[config.mk]
export PLATFORM = sky130hd
export DESIGN_NAME = nn_param_loader
export DESIGN_NICKNAME = d
export VERILOG_FILES = /design/src/rtl/nn_param_loader.sv
export SDC_FILE = /design/constraint.sdc
export NUM_CORES = 2
export LEC_CHECK = 0
export CORE_ASPECT_RATIO = 1.4
export CORE_UTILIZATION = 35
export CTS_CLUSTER_SIZE = 8
export DETAILED_ROUTE_END_ITERATION = 12
export DONT_BUFFER_PORTS = 1
export GPL_ROUTABILITY_DRIVEN = 0
export PLACE_DENSITY = 0.47
export SYNTH_ARGS = -nofsm -noshare
export SYNTH_HDL_FRONTEND = slang
export SYNTH_SLANG_ARGS = --single-unit
export TNS_END_PERCENT = 20
[constraint.sdc]
create_clock -name clk -period 6.7 [get_ports clk]
set_input_delay 1.34 -clock clk [delete_from_list [all_inputs] [get_ports clk]]
set_output_delay 1.34 -clock clk [all_outputs]
set_load 0.01 [all_outputs]
[src/rtl/nn_param_loader.sv]
// Byte-stream frame loader: packs a valid/ready byte stream into a shadow register,
// then commits it to a stable parameter bus and holds load_params for LOAD_CYCLES cycles.
module nn_param_loader #(
  parameter int unsigned FRAME_BITS  = 368,
  parameter int unsigned LOAD_CYCLES = 3,
  parameter int unsigned NBYTES      = (FRAME_BITS + 7) / 8,
  parameter int unsigned CNT_W       = $clog2(NBYTES + 1)
) (
  input  logic                  clk,
  input  logic                  rst,
  input  logic [7:0]            s_data,
  input  logic                  s_valid,
  input  logic                  s_sof,
  output logic                  s_ready,
  output logic [FRAME_BITS-1:0] params,
  output logic                  load_params,
  output logic                  frame_done,
  output logic                  frame_err
);

  localparam int unsigned LC_W = (LOAD_CYCLES > 1) ? $clog2(LOAD_CYCLES) : 1;

  typedef enum logic [1:0] {
    IDLE,
    FILL,
    COMMIT,
    LOAD
  } state_t;

  state_t                  state_q;
  logic [CNT_W-1:0]        cnt_q;
  logic [LC_W-1:0]         lcnt_q;
  logic [FRAME_BITS-1:0]   shadow_q;
  logic [FRAME_BITS-1:0]   shadow_d;
  logic [FRAME_BITS-1:0]   params_q;
  logic                    load_q;
  logic                    done_q;
  logic                    err_q;
  logic [CNT_W-1:0]        wr_idx;
  logic                    beat;

  // rst gates ready so no byte is acknowledged during any reset cycle.
  assign s_ready = !rst && ((state_q == IDLE) || (state_q == FILL));
  assign beat    = s_valid && s_ready;
  assign wr_idx  = s_sof ? '0 : cnt_q;

  // Byte write into the shadow; bits beyond FRAME_BITS in the last byte are dropped.
  always_comb begin
    shadow_d = shadow_q;
    for (int unsigned i = 0; i < FRAME_BITS; i++) begin
      if (wr_idx == CNT_W'(i / 8)) begin
        shadow_d[i] = s_data[3'(i % 8)];
      end
    end
  end

  always_ff @(posedge clk) begin
    if (rst) begin
      state_q  <= IDLE;
      cnt_q    <= '0;
      lcnt_q   <= '0;
      shadow_q <= '0;
      params_q <= '0;
      load_q   <= 1'b0;
      done_q   <= 1'b0;
      err_q    <= 1'b0;
    end else begin
      done_q <= 1'b0;
      err_q  <= 1'b0;
      unique case (state_q)
        IDLE: begin
          if (beat) begin
            if (s_sof) begin
              shadow_q <= shadow_d;
              cnt_q    <= CNT_W'(1);
              state_q  <= (NBYTES == 1) ? COMMIT : FILL;
            end else begin
              err_q <= 1'b1;
            end
          end
        end
        FILL: begin
          if (beat) begin
            shadow_q <= shadow_d;
            if (s_sof) begin
              err_q   <= 1'b1;
              cnt_q   <= CNT_W'(1);
              state_q <= (NBYTES == 1) ? COMMIT : FILL;
            end else begin
              cnt_q <= cnt_q + CNT_W'(1);
              if (cnt_q == CNT_W'(NBYTES - 1)) begin
                state_q <= COMMIT;
              end
            end
          end
        end
        COMMIT: begin
          params_q <= shadow_q;
          load_q   <= 1'b1;
          done_q   <= 1'b1;
          lcnt_q   <= LC_W'(LOAD_CYCLES - 1);
          state_q  <= LOAD;
        end
        LOAD: begin
          if (lcnt_q == '0) begin
            load_q  <= 1'b0;
            state_q <= IDLE;
          end else begin
            lcnt_q <= lcnt_q - LC_W'(1);
          end
        end
        default: state_q <= IDLE;
      endcase
    end
  end

  assign params      = params_q;
  assign load_params = load_q;
  assign frame_done  = done_q;
  assign frame_err   = err_q;

endmodule

# Word level (Yosys, flattened, before mapping)
# Index checks and enable logic that the tools add are counted.
[totals]
wordCells = 473
reg_bits = 749
inputBits = 12
output_inout_bits = 372
[classes]
n_mux = 395
n_eq_ne = 55
reduce_logical = 13
n_addsub = 2
[op_table]
columns = ["op", "n"]
rows = [
  ["$mux W368", 3],
  ["$pmux W368 S2", 1],
  ["$mux W1", 374],
  ["$eq A6 B5 Y1 const B", 16],
  ["$eq A6 B6 Y1 const B", 15],
  ["$eq A6 B4 Y1 const B", 8],
  ["$mux W6", 5],
  ["$eq A6 B3 Y1 const B", 4],
  ["$mux W2", 7],
  ["$eq A6 B2 Y1 const B", 2],
  ["$pmux W6 S2", 1],
  ["$ne A2 B2 Y1 const B", 5],
  ["$pmux W2 S4", 1],
  ["$add A6 B1 Y6 const B", 1],
  ["$eq A6 B1 Y1 const B", 1],
  ["$logic_not A6 Y1", 1],
  ["$reduce_and A5 Y1", 1],
  ["$eq A2 B2 Y1 const B", 2],
  ["$logic_not A2 Y1", 2],
  ["$pmux W1 S2", 2],
  ["$pmux W2 S2", 1],
  ["$reduce_and A2 Y1", 2],
  ["$reduce_and A4 Y1", 1],
  ["$reduce_bool A2 Y1", 2],
  ["6 further kinds", 7],
]

# Logic depth before layout (Yosys ltp)
[logic_depth]
word_depth = 6
ltp_mapped = 8
mapped_depth_nobuf = 6

# Worst setup path after synthesis
# OpenSTA, ideal clock, no wires.
[synth_timing]
kind = "input to output"
start = "in rst"
end = "out s_ready"
setup_slack_ns = 3.411
cell_stages = 3
n_path_buf = 2
arrival_time_ns = 1.949
required_ns = 5.360
cell_sequence = "clkbuf_1 clkbuf_1 nor2_1"
[synth_between]
elab_chain_cells = 2
[synth_lines]
columns = ["item", "line_no", "source"]
rows = [
  ["from (decl)", "10", "input logic rst,"],
  ["$logic_not A1 Y1", "43", "assign s_ready = !rst && ((state_q == IDLE) || (state_q == FILL));"],
  ["$logic_and A1 B1 Y1", "43", ""],
  ["to (decl)", "14", "output logic s_ready,"],
]
# Every way passes these cells.

# Final worst setup path
[layout_timing]
start = "in rst"
end = "reg shadow_q[270]"
[layout_between]
elab_chain_cells = 5
elab_cells_between_ends = 6
classes_between = "eq/ne: 2; reduce/logical: 4"
[layout_lines]
columns = ["item", "line_no", "source"]
rows = [
  ["$logic_not A1 Y1", "43", ""],
  ["$logic_and A1 B1 Y1", "43", ""],
  ["$logic_and A1 B1 Y1", "44", "assign beat = s_valid && s_ready;"],
  ["$ne A2 B2 Y1 (no source line)", "n/a", ""],
  ["$reduce_and A4 Y1 (no source line)", "n/a", ""],
  ["to (signal assigned)", "74", "shadow_q <= shadow_d;"],
  ["to (signal assigned)", "84", "shadow_q <= shadow_d;"],
  ["to (decl)", "33", "logic [FRAME_BITS-1:0] shadow_q;"],
]
# Several ways; a longest one is shown, not always the timed one.
# A chain may end at the register's enable or synchronous reset.

==> impl_metrics.ini <==
[outcome]
status = finished, violations left
violations = design-rule violations

[global_routing]
grt_usage = 0.210
overflow = 0
grt_max_degree = 384
grt_pass1_wl_mm = 124
antenna_found_initial = 0
grt_pass1_vias = 20000

[routing]
detail-route-antenna-nets = 0
vias = 20100
viasPerCell = 5.24
firstDrtPassIters = 9
wirelength_mm = 82.0
drtIter0Drc = 1228
wl_per_cell_um = 21.3
drc_errors = 28

[power]
vdd_drop_max_mv = 0.202
total_power_uw = 9260
p_per_area_nw_per_um2 = 312
leakagePower_uw = 0.0109

[timing]
setup_viol = 0
finalHoldViolCount = 0
slew_violations = 0
fin_crit_ns = 3.17
relSlewSlack = 0.246
worst_slew_pin_slew_ns = 1.13
max_freq_mhz = 315
tns_ns = 0
rsz0062_at_grt = false
min_period_over_period = 0.473
skew_ns = 0.0170

[setup_path]
path_class = input pin to flop
r2r_end = params[46]
r2r_slack_ns = 3.65
worst_ep_arrival_time_ns = 3.74
cp.required_ns = 7.27
cp-start-kind = input pin
reg2regPathDepth = 5
cp_max_fo = 383
end_kind = flop

[placed_design]
placed_area_um2 = 26900
port_buffers = 0
dp.cells = 3724
dp_hpwl_mm = 47.9

[cts]
postCtsHoldBufs = 0
root_buffer = clkbuf_16
post_cts.repair.setup_buffers = 0
post_cts_resized = 0
insertion_delay_ns = 0.66
htree_levels = 3
clock-sinks = 749
cts_buffers = 104
cts_tree = done
path_clk_slew_ns = 0.05
clockBufferDepth = 3

[floorplan]
dieArea_um2 = 76600
initial_core_util = 0.356
boundaryPins = 384
core-area_um2 = 74300
dieHeight_um = 327
rows = 118
die_x_um = 234

[finish]
drive_above_1_share = 0.0597
fillerInstances = 7494
final_common_cell = nand2_1
syn_to_final_growth_pct = 12.4
antenna_cells = 0
nets = 2887
multi_input_area_um2 = 10500
fin_util = 0.400
seq_area_um2 = 15000
stdcell_area_um2 = 29700
final_cell_mix = 998 x nand2_1, 749 x dfxtp_1, 371 x a21oi_1
stdcell_count = 3839

[synthesis]
synth_edf_count = 0
synth-warning-count = 0
ys_seq_area_frac = 0.568
async_flop_share = 0
synth_cell_types = 49
synth-seq-cells = 749
yosys.area.top_type_share = 0.568
synth_cells = 2997
yosysTopAreaCell = dfxtp_1
synth_area_leaders = dfxtp_1 57%, nand2_1 14%, mux2i_1 9.4%
syn_nets = 3014
syn-cell-area_um2 = 26400
synth-main-ff-cell = dfxtp_1
avgSynthCellArea_um2 = 8.81

[worst_hold_path]
min_path_cells = 2
min-delay-start = shadow_q[292]
whs_endpoint = params[292]
min_path_type = flop to flop

[job]
drv_cap = 0
per-stage QoR:
| stage | hold slack (ns) | setup WS [ns] |
|---|---|---|
| CTS | 0.447 | 3.58 |
| global placement | 0.438 | 3.07 |
| floorplan | 0.432 | 3.41 |
| detailed placement | 0.444 | 3.04 |
| global route | 0.462 | 3.54 |
| finish | 0.444 | 3.53 |
layout make-up:
cell class / instances / share of cell area
Clock buffer: 107 / 0.0887
Timing Repair Buffer: 23 / 0.00708
Sequential cell: 749 / 0.505
Clock inverter: 8 / 0.00480
Multi-Input combinational cell: 1986 / 0.353
Inverter: 6 / 0.00101
Tap cell: 960 / 0.0405
power by group:
group          switching [uW]  total [uW]  internal [uW]
Sequential               4.71        4470           4470
Combinational             117         135           18.6
Clock                    1900        4660           2760
cell families (layout without fill, tap and decap cells):
logic type,count (synthesis),after routing,share of synthesized area
AOI/OAI and AO/OA,625,625,0.131
and+or+nand+nor,1104,1104,0.166
DFF,749,749,0.568
muxes,248,248,0.0940
buffers and inverters,262,144,0.0380
adders and majority gates,5,5,0.00237
xor gates and xnor gates,4,4,0.00133
sequential cells by signal (all words and copies together), names as in the netlist, named ones only:
register	flops
frame_done	1
cnt_q	6
params	368
lcnt_q	2
state_q	1
load_params	1
frame_err	1
shadow_q	368
cells in the mapped netlist, types with 8 or more instances:
library cell	n
nand2_1	1006
dfxtp_1	749
a21oi_1	371
mux2i_1	248
clkbuf_1	244
o211ai_1	120
o21ai_0	91
o21ai_1	34
nor2_1	19
nand3_1	16
or2_2	12
nand2b_1	8
critical path, cell delays in order:
cell and delay [ns]:
inv_8 0.64, nand2_2 0.63, buf_4 0.49, mux2i_1 0.20
how the worst max path moves through the flow:
stage	start	to	slack [ns]
floorplan	rst	s_ready	3.41
global placement	rst	shadow_q[143]	3.07
detailed placement	rst	shadow_q[172]	3.04
CTS	rst	s_ready	3.58
global route	flop	params[46]	3.54
finish	rst	shadow_q[270]	3.53
layer usage:
metal	up-vias	GRT usage	routed length, um
li1	9652	-	-
met1	9817	0.250	34100
met2	512	0.360	39900
met3	125	0.0615	6090
met4	0	0.0628	1910
met5	-	0	0
No activity file was read; power rests on OpenSTA's default activity.
